===== config.mk =====
export PLATFORM = sky130hd
export DESIGN_NAME = keypad_encoder_n
export DESIGN_NICKNAME = d
export VERILOG_FILES = /design/src/rtl/keypad_encoder_pkg.sv /design/src/rtl/keypad_encoder_n_mod_n.sv /design/src/rtl/keypad_encoder_n.sv
export SDC_FILE = /design/constraint.sdc
export NUM_CORES = 1
export LEC_CHECK = 0
export BUFFER_PORTS_ARGS = -buffer_cell sky130_fd_sc_hd__buf_2
export CORE_MARGIN = 4
export CORE_UTILIZATION = 23
export CTS_CLUSTER_DIAMETER = 150
export DETAILED_ROUTE_END_ITERATION = 10
export PLACE_DENSITY = 0.5
export SETUP_SLACK_MARGIN = 0.5
export SLEW_MARGIN = 20
export SYNTH_ARGS = -nofsm -noshare
export SYNTH_HDL_FRONTEND = slang
export SYNTH_SLANG_ARGS = --single-unit

===== constraint.sdc =====
create_clock -name clk -period 4.71 [get_ports clk]
set_input_delay 0.942 -clock clk [delete_from_list [all_inputs] [get_ports clk]]
set_output_delay 0.942 -clock clk [all_outputs]
set_load 0.01 [all_outputs]

===== src/rtl/keypad_encoder_pkg.sv =====
// Shared types and helpers for the parametrised keypad encoder.
package keypad_encoder_pkg;

  typedef enum logic [2:0] {
    IDLE,
    PRESS_DB,
    ACCEPT,
    HOLD,
    REL_DB
  } state_t;

  // Number of bits needed to hold the value n (at least 1).
  function automatic int cnt_width(input int n);
    int w;
    w = 1;
    for (int i = 1; i < 31; i++) begin
      if ((32'sd1 <<< i) <= n) w = i + 1;
    end
    return w;
  endfunction

  // Lowest set index wins; returns 0 when nothing is set.
  function automatic logic [5:0] lowest_set(input logic [63:0] v);
    logic [5:0] idx;
    idx = '0;
    for (int i = 63; i >= 0; i--) begin
      if (v[i]) idx = 6'(i);
    end
    return idx;
  endfunction

endpackage


===== src/rtl/keypad_encoder_n_mod_n.sv =====
// Free-running modulus-DIV counter; o_tick is high for the single cycle at DIV-1.
import keypad_encoder_pkg::*;

module mod_n #(
  parameter int DIV = 100
) (
  input  logic i_clk,
  input  logic i_rstn,
  output logic o_tick
);

  localparam int CW = cnt_width(DIV - 1);

  logic [CW-1:0] r_count;

  always_ff @(posedge i_clk or negedge i_rstn) begin
    if (!i_rstn) begin
      r_count <= '0;
    end else if (r_count == CW'(DIV - 1)) begin
      r_count <= '0;
    end else begin
      r_count <= r_count + CW'(1);
    end
  end

  assign o_tick = (r_count == CW'(DIV - 1));

endmodule


===== src/rtl/keypad_encoder_n.sv =====
// Synchronising, debouncing priority keypad encoder with load strobe and divider-driven pgt.
// Optional auto-repeat while a key is held is enabled by defining KEY_AUTOREPEAT_EN.
import keypad_encoder_pkg::*;

module keypad_encoder_n #(
  parameter int N_KEYS          = 10,
  parameter int CODE_W          = 4,
  parameter int DEBOUNCE_CYCLES = 16,
  parameter int DIV             = 100,
  parameter int REPEAT_CYCLES   = 500
) (
  input  logic              clk,
  input  logic              rstn,
  input  logic [N_KEYS-1:0] key,
  input  logic              enbn,
  output logic [CODE_W-1:0] D,
  output logic              loadn,
  output logic              pgt
);

  localparam int DBW = cnt_width(DEBOUNCE_CYCLES);

  logic [N_KEYS-1:0] r_sync1;
  logic [N_KEYS-1:0] r_sync2;
  state_t            r_state;
  state_t            w_next;
  logic [DBW-1:0]    r_count;
  logic [DBW-1:0]    w_count_next;
  logic [CODE_W-1:0] r_latched;
  logic [CODE_W-1:0] w_latched_next;
  logic [CODE_W-1:0] r_code;
  logic              r_loadn;
  logic              r_pgt;
  logic              w_any;
  logic [63:0]       w_key_ext;
  logic [5:0]        w_idx;
  logic [CODE_W-1:0] w_cand;
  logic              w_tick;
  logic              w_accept_next;

`ifdef KEY_AUTOREPEAT_EN
  localparam int RPW = cnt_width(REPEAT_CYCLES);
  logic [RPW-1:0] r_rep;
  logic [RPW-1:0] w_rep_next;
`else
  logic w_unused_repeat;
  assign w_unused_repeat = (REPEAT_CYCLES > 0);
`endif

  always_ff @(posedge clk or negedge rstn) begin
    if (!rstn) begin
      r_sync1 <= '0;
      r_sync2 <= '0;
    end else begin
      r_sync1 <= key;
      r_sync2 <= r_sync1;
    end
  end

  assign w_any     = |r_sync2;
  assign w_key_ext = 64'(r_sync2);
  assign w_idx     = lowest_set(w_key_ext);
  assign w_cand    = CODE_W'(w_idx);

  mod_n #(.DIV(DIV)) u_div (
    .i_clk  (clk),
    .i_rstn (rstn),
    .o_tick (w_tick)
  );

  // Disabling the keypad overrides every state and restarts debouncing from scratch.
  always_comb begin
    w_next         = r_state;
    w_count_next   = r_count;
    w_latched_next = r_latched;
`ifdef KEY_AUTOREPEAT_EN
    w_rep_next     = r_rep;
`endif
    if (enbn) begin
      w_next       = IDLE;
      w_count_next = '0;
`ifdef KEY_AUTOREPEAT_EN
      w_rep_next   = '0;
`endif
    end else begin
      case (r_state)
        IDLE: begin
          w_count_next = '0;
          if (w_any) begin
            w_latched_next = w_cand;
            w_next         = PRESS_DB;
            w_count_next   = DBW'(1);
          end
        end
        PRESS_DB: begin
          if (w_any && (w_cand == r_latched)) begin
            if (r_count >= DBW'(DEBOUNCE_CYCLES)) w_next = ACCEPT;
            else w_count_next = r_count + DBW'(1);
          end else begin
            w_next       = IDLE;
            w_count_next = '0;
          end
        end
        ACCEPT: begin
          w_next       = HOLD;
          w_count_next = '0;
`ifdef KEY_AUTOREPEAT_EN
          w_rep_next   = '0;
`endif
        end
        HOLD: begin
          if (!w_any) begin
            w_next       = REL_DB;
            w_count_next = DBW'(1);
`ifdef KEY_AUTOREPEAT_EN
            w_rep_next   = '0;
          end else if (w_cand != r_latched) begin
            w_rep_next = '0;
          end else if (r_rep == RPW'(REPEAT_CYCLES - 1)) begin
            w_next     = ACCEPT;
            w_rep_next = '0;
          end else begin
            w_rep_next = r_rep + RPW'(1);
`endif
          end
        end
        REL_DB: begin
          if (w_any) begin
            w_next       = HOLD;
            w_count_next = '0;
          end else if (r_count >= DBW'(DEBOUNCE_CYCLES)) begin
            w_next       = IDLE;
            w_count_next = '0;
          end else begin
            w_count_next = r_count + DBW'(1);
          end
        end
        default: begin
          w_next       = IDLE;
          w_count_next = '0;
        end
      endcase
    end
  end

  assign w_accept_next = (w_next == ACCEPT);

  // Strobes are registered from the next state so they line up with the ACCEPT cycle.
  always_ff @(posedge clk or negedge rstn) begin
    if (!rstn) begin
      r_state   <= IDLE;
      r_count   <= '0;
      r_latched <= '0;
      r_code    <= '0;
      r_loadn   <= 1'b1;
      r_pgt     <= 1'b0;
    end else begin
      r_state   <= w_next;
      r_count   <= w_count_next;
      r_latched <= w_latched_next;
      r_loadn   <= !w_accept_next;
      r_pgt     <= enbn ? w_tick : w_accept_next;
      if (w_accept_next) r_code <= w_latched_next;
    end
  end

`ifdef KEY_AUTOREPEAT_EN
  always_ff @(posedge clk or negedge rstn) begin
    if (!rstn) r_rep <= '0;
    else r_rep <= w_rep_next;
  end
`endif

  assign D     = r_code;
  assign loadn = r_loadn;
  assign pgt   = r_pgt;

endmodule


After elaboration in Yosys (flattened, before gate mapping)
Cells that the tools add are included.
{"block": "totals", "regBits": 45, "latchBits": 0, "ramBits": 0, "mem_bits_ro": 0, "in_bits": 13, "output_inout_bits": 6, "n_memories": 0}
{"block": "classes", "addsub": 2, "mul": 0, "n_div": 0, "n_lt_le_gt_ge": 1, "n_eq_ne": 9, "shifts": 0, "mux": 31, "bitwise_logic": 0, "reduce_logical": 5}
{"op": "$mux W4", "n": 13}
{"op": "$mux W5", "n": 6}
{"op": "$mux W3", "n": 7}
{"op": "$pmux W5 S4", "n": 1}
{"op": "$pmux W3 S5", "n": 1}
{"op": "$reduce_or A10 Y1", "n": 1}
{"op": "$eq A3 B2 Y1 const B", "n": 3}
{"op": "$add A7 B1 Y7 const B", "n": 1}
{"op": "$eq A7 B7 Y1 const B", "n": 1}
{"op": "$mux W7", "n": 1}
{"op": "$add A5 B1 Y5 const B", "n": 1}
{"op": "$ge A5 B5 Y1 const B", "n": 1}
{"op": "$eq A4 B4 Y1", "n": 1}
{"op": "$ne A4 B4 Y1 const B", "n": 1}
{"op": "$eq A3 B1 Y1 const B", "n": 1}
{"op": "$eq A3 B3 Y1 const B", "n": 1}
{"op": "$logic_not A3 Y1", "n": 1}
{"op": "$ne A3 B3 Y1 const B", "n": 1}
{"op": "$mux W1", "n": 2}
{"op": "$reduce_and A2 Y1", "n": 1}
{"op": "$logic_and A1 B1 Y1", "n": 1}
{"op": "$logic_not A1 Y1", "n": 1}

Depth between registers and ports, before layout
{"block": "depth", "ltp_word": 17, "mapped_depth": 7}

Modules after synthesis
A second synthesis with hierarchy kept.
{"block": "unflattened", "hier_cells": 172, "hier_area_um2": 2005.7}
{"module": "keypad_encoder_n", "instances": 1, "cells_per_inst": 143, "area_each_um2": 1660.3, "seq_area_each_um2": 952.2}
{"module": "mod_n", "instances": 1, "cells_per_inst": 29, "area_each_um2": 345.3, "seq_area_each_um2": 175.2}

Worst setup path after synthesis
Ideal clock, no wire load.
{"block": "synth_timing", "kind": "input -> register", "startpoint": "in enbn", "endpoint": "reg r_code[0] (netlist: D[0])", "setup_ps": 125, "arrival_time_ps": 2240, "setup_slack_ps": 2345, "path_stages": 5, "path_buffers": 1, "path_cell_list": "buf_4 -> nor3_1 -> nor2b_1 -> mux2_2 -> mux2_4"}
{"block": "synth_between", "word_cells_on_any_way": 3, "cone_classes": "1 x eq/ne; 2 x mux"}
{"item": "start: declaration", "line": "keypad_encoder_n.sv:15", "rtl": "input logic enbn,"}
{"item": "$mux W4", "line": "keypad_encoder_n.sv:79", "rtl": "if (enbn) begin"}
{"item": "named net w_latched_next[0]", "line": "keypad_encoder_n.sv:30", "rtl": "logic [CODE_W-1:0] w_latched_next;"}
{"item": "end signal: assignment", "line": "keypad_encoder_n.sv:163", "rtl": "if (w_accept_next) r_code <= w_latched_next;"}
{"item": "end: declaration", "line": "keypad_encoder_n.sv:31", "rtl": "logic [CODE_W-1:0] r_code;"}
The timed path passes the listed nets, and every way through them passes these cells.
A chain may end at the register's enable or synchronous reset.

Worst setup path in the final report
{"block": "layout_timing", "startpoint": "reg r_sync2[0]", "endpoint": "reg r_code[1] (netlist: D[1])"}
{"block": "layout_between", "elab_chain_len": 7, "word_cells_on_any_way": 14, "cone_classes": "2 x eq/ne; 10 x mux; 2 x reduce/logical"}
{"item": "start: declaration", "line": "keypad_encoder_n.sv:24", "rtl": "logic [N_KEYS-1:0] r_sync2;"}
{"item": "start signal: assignment", "line": "keypad_encoder_n.sv:56", "rtl": "r_sync2 <= r_sync1;"}
{"item": "$mux W4", "line": "keypad_encoder_pkg.sv:27", "rtl": "if (v[i]) idx = 6'(i);"}
{"item": "$eq A4 B4 Y1", "line": "keypad_encoder_n.sv:96", "rtl": "if (w_any && (w_cand == r_latched)) begin"}
{"item": "$logic_and A1 B1 Y1", "line": "keypad_encoder_n.sv:96"}
{"item": "$mux W3", "line": "keypad_encoder_n.sv:96"}
{"item": "$pmux W3 S5", "line": "keypad_encoder_n.sv:86", "rtl": "case (r_state)"}
{"item": "$mux W3", "line": "keypad_encoder_n.sv:79"}
{"item": "$eq A3 B2 Y1", "line": "keypad_encoder_n.sv:146", "rtl": "assign w_accept_next = (w_next == ACCEPT);"}
Several ways; a longest one is shown, not always the timed one.

==> flow_results.org <==
** Run status
- Run status :: finished clean

** Route
- After detailed routing, the total wire length is 3.63 mm.
- The routed layout has 1271 vias.
- Once detail routing completed, the nets flagged for antenna violations numbered 0.
- Via density per instance :: 4.40
- Dividing the detail-routed wire length by the instance count gives 12.5 um.
- The first detailed-routing pass ran for 6 iterations.
- After detailed routing, the number of remaining DRC violations is 0.
- After the first detailed-routing iteration, the DRC count stood at 48.

** Yosys
- Simple-gate area share of the yosys netlist :: 19.9%
- Area of the mapped netlist :: 1980 um^2
- Adder-cell area share of the yosys netlist :: 1.90%
- Largest family of logic cells by synthesized area :: simple AND/OR/NAND/NOR gates
- Number of flops mapped to enable cells by yosys :: 0
- Synth Area in Compound Gates :: 11.8%
- Synth Register Bits :: 45
- Cell types with the largest area share after synthesis :: sky130_fd_sc_hd__dfrtp_1 56%, sky130_fd_sc_hd__mux2_4 3.0%, sky130_fd_sc_hd__nand3_1 2.0%
- Fraction of synthesized cell area in xor and xnor cells :: 1.77%
- Of all flip-flops after synthesis, the portion carrying an async set or reset was 100%.
- Yosys Warn Count :: 0
- Mapped Cells :: 160
- Among all flip-flop cells after synthesis, the most frequent one is sky130_fd_sc_hd__dfrtp_1.
- Count of different cell masters after synthesis :: 50
- The biggest area contributor in the post-synthesis netlist is sky130_fd_sc_hd__dfrtp_1.
- Post-Syn Area per Cell :: 12.4 um^2
- Dominant cell by count in the synthesized netlist :: sky130_fd_sc_hd__dfrtp_1
- Synthesized Nets :: 176
- Of the post-synthesis cell area, the part taken by muxes is 5.25%.
- Most used standard cells in the synthesized netlist :: 44 x sky130_fd_sc_hd__dfrtp_1, 10 x sky130_fd_sc_hd__nor2_1, 9 x sky130_fd_sc_hd__inv_1, 9 x sky130_fd_sc_hd__nand2_1, 8 x sky130_fd_sc_hd__nand3_1
- Seq/Total Area, Yosys :: 57.0%
- The top cell type by area accounts for 55.7% of the synthesized area.

** Global route
- The initial antenna violation count is 0.
- The total overflow left after global routing is 0.
- Pin count of the biggest net entering global routing :: 46
- Via count of the first global-routing pass :: 1228
- The first global-routing pass estimated 6.09 mm of wire.
- In the global route stage, overall resource usage came out at 7.69%.

** CTS
- TritonCTS built the clock tree.
- The H-tree was split into 2 levels.
- The clock reaches the later pin of the worst-skew pair after 0.30 ns.
- Counting along the longest clock path gives a buffer depth of 2.
- In this run the clock root is driven by a sky130_fd_sc_hd__clkbuf_8.
- Setup fix buffers added after clock tree synthesis :: 0
- TritonCTS created 5 clock buffers.
- The clock net in this run drives a total of 45 sinks.
- Cells resized by post-CTS repair :: 0
- In this run, post-CTS hold repair placed 0 buffers.
- After clock tree synthesis, the clock-pin slew on the worst setup and hold paths is 0.08 ns.

** Power and ir drop
- Max VDD drop :: 0.000160 V
- The share of total power dissipated in sequential elements is 53.9%.
- Leakage power :: 1.00 nW
- Total power draw :: 0.769 mW
- The internal power of the cells totals 0.586 mW.
- Fraction of power spent switching nets :: 23.8%
- The share of total power dissipated in the clock network is 38.3%.
- In this run the power density over the cells is 334 nW/um^2.
- For this design the total switching power over the nets is 0.183 mW.
- The share of total power dissipated in combinational logic is 7.7%.

** Setup path
- The worst register-to-register path ends at D[1].
- Across all register-to-register paths, the minimum setup slack is 2.37 ns.
- Setup crit start kind :: register
- Peak fanout along the critical path :: 7
- Reg2Reg Launch Point :: r_sync2[0]
- STA puts the critical path data arrival time at 2.53 ns.
- The worst setup path is captured at a register.
- Cells on worst reg2reg path :: 7
- Type of the worst setup path :: register to register
- Worst path required time :: 4.90 ns

** STA
- Maximum clock skew at final layout :: 0.00841 ns
- Worst-Margin Slew :: 0.630 ns
- In this run the tightest slew margin relative to its limit is 57.6%.
- The final max-slew violation count is 0.
- The number of hold violations in the final report came to 0.
- Maximum clock frequency :: 0.427 GHz
- Worst hold margin :: 0.353 ns
- Post-route clock period utilization :: 49.7%
- After layout, the minimum clock period comes to 2.34 ns.
- Count of final setup violators :: 0
- Total negative slack :: 0 ns
- Setup repair after global routing left no endpoint under its margin.

** Flow run
- The tool flagged a number of max-cap violations equal to 0.

** Floorplan
- The floorplan step set the die height to 101 um.
- From left edge to right edge, the die measures 101 um.
- The floorplan has 33 rows.
- Initial core utilization :: 23.8%
- The floorplan step defined a core boundary enclosing 8300 um^2.
- The die covers 10100 um^2.
- Boundary Pins :: 19

** Place
- Placed wire-length estimate after detailed placement :: 2.51 mm
- Weighted congestion reported at the end of routability-driven placement :: 0.721
- The number of placed instances, taps included, is 281.
- Port buffering added 18 buffers.

** Final layout
- Area growth syn-to-layout :: 16.5%
- For this run, the number of standard cells in the final layout without fillers is 289.
- After the last flow step, the layout net total stands at 199.
- 0 antenna diodes ended up in the layout.
- In the final layout, the share of cells above drive strength 1 is 25.5%.

** Hold path
- Path category of the worst min-delay check :: register to register
- Hold path depth :: 0
- For hold timing, the worst endpoint is r_sync2[9].
- The startpoint identified for the worst hold timing path is r_sync1[9].
cells by family after synthesis:
logic type	after synthesis
flops	45
mux	8
buf+inv	11
fa+ha+maj	3
xor+xnor	4
simple gates	58
compound gates	31
state kept, by name (all words and copies together), names as in the netlist:
register and count:
D 4, loadn 1, pgt 1, r_count 5, r_latched 4, r_state 3
r_sync1 10, r_sync2 10, u_div.r_count 7
power by group through the flow:
stage / Combinational (mW) / Clock (mW) / Sequential, mW
after floorplan: 0.0410 / 0 / 0.419
after global placement: 0.0594 / 0 / 0.422
after detailed placement: 0.0605 / 0 / 0.422
after CTS: 0.0609 / 0.310 / 0.415
after global routing: 0.0678 / 0.327 / 0.417
final: 0.0595 / 0.295 / 0.415
metrics by stage:
stage          setup WS, ns  utilization (%)  area, um^2
2_1_floorplan          2.34                -        1980
3_3_place_gp           2.19             26.3        2190
3_5_place_dp           2.14             26.3        2190
4_1_cts                2.34             27.7        2300
5_1_grt                2.21             27.8        2300
6_report               2.37             27.8        2300
how the worst max path moves through the flow:
stage / start / end / cells past startpoint
2_1_floorplan: enbn / D[0] / 5
3_3_place_gp: enbn / D[1] / 5
3_5_place_dp: enbn / D[1] / 5
4_1_cts: r_sync2[0] / D[1] / 7
5_1_grt: r_sync2[0] / D[1] / 7
6_report: r_sync2[0] / D[1] / 7
critical path: stages (launching register included):
cell and delay (ns):
sky130_fd_sc_hd__dfrtp_1 0.46, sky130_fd_sc_hd__nor4_4 0.49, sky130_fd_sc_hd__nand4b_1 0.14, sky130_fd_sc_hd__o311ai_1 0.13, sky130_fd_sc_hd__and4bb_4 0.32, sky130_fd_sc_hd__nand3_2 0.11
sky130_fd_sc_hd__nor2_4 0.25, sky130_fd_sc_hd__mux2_4 0.33
layer usage:
layer | GRT usage, % | part of all wire, %
met4 | 3.42 | 2.0
met5 | 0 | 0
met2 | 10.6 | 44
met3 | 2.28 | 3.7
met1 | 11.0 | 51
layout make-up:
class                      instances  area, um^2
clock inverter                     3        46.3
multi-input combinational        104         803
sequential                        45        1130
tap                              105         131
timing repair buffer              18        92.6
fill                             850        6000
clock buffer                       5        68.8
inverter                           9        33.8
layout by cell type (no fill, tap or decap), types with 2 or more instances in the layout:
cell                       Yosys  routed
sky130_fd_sc_hd__dfrtp_1      44      44
sky130_fd_sc_hd__buf_2         1      17
sky130_fd_sc_hd__nor2_1       10      10
sky130_fd_sc_hd__inv_1         9       9
sky130_fd_sc_hd__nand2_1       9       9
sky130_fd_sc_hd__nand3_1       8       8
sky130_fd_sc_hd__o21ai_0       7       7
sky130_fd_sc_hd__clkbuf_8      0       5
sky130_fd_sc_hd__a31oi_1       4       4
sky130_fd_sc_hd__mux2_4        4       4
sky130_fd_sc_hd__and3_1        3       3
sky130_fd_sc_hd__xnor2_1       3       3
sky130_fd_sc_hd__or2_2         3       3
sky130_fd_sc_hd__nor3_1        3       3
sky130_fd_sc_hd__a32o_1        3       3
sky130_fd_sc_hd__nor2b_1       3       3
sky130_fd_sc_hd__mux2_2        3       3
sky130_fd_sc_hd__a21oi_1       3       3
sky130_fd_sc_hd__ha_1          3       3
sky130_fd_sc_hd__nor4_1        2       2
sky130_fd_sc_hd__nand2b_1      2       2
sky130_fd_sc_hd__a221oi_1      2       2
sky130_fd_sc_hd__o311ai_0      2       2
sky130_fd_sc_hd__o21ai_1       2       2
Power figures use the tool's default switching activity.
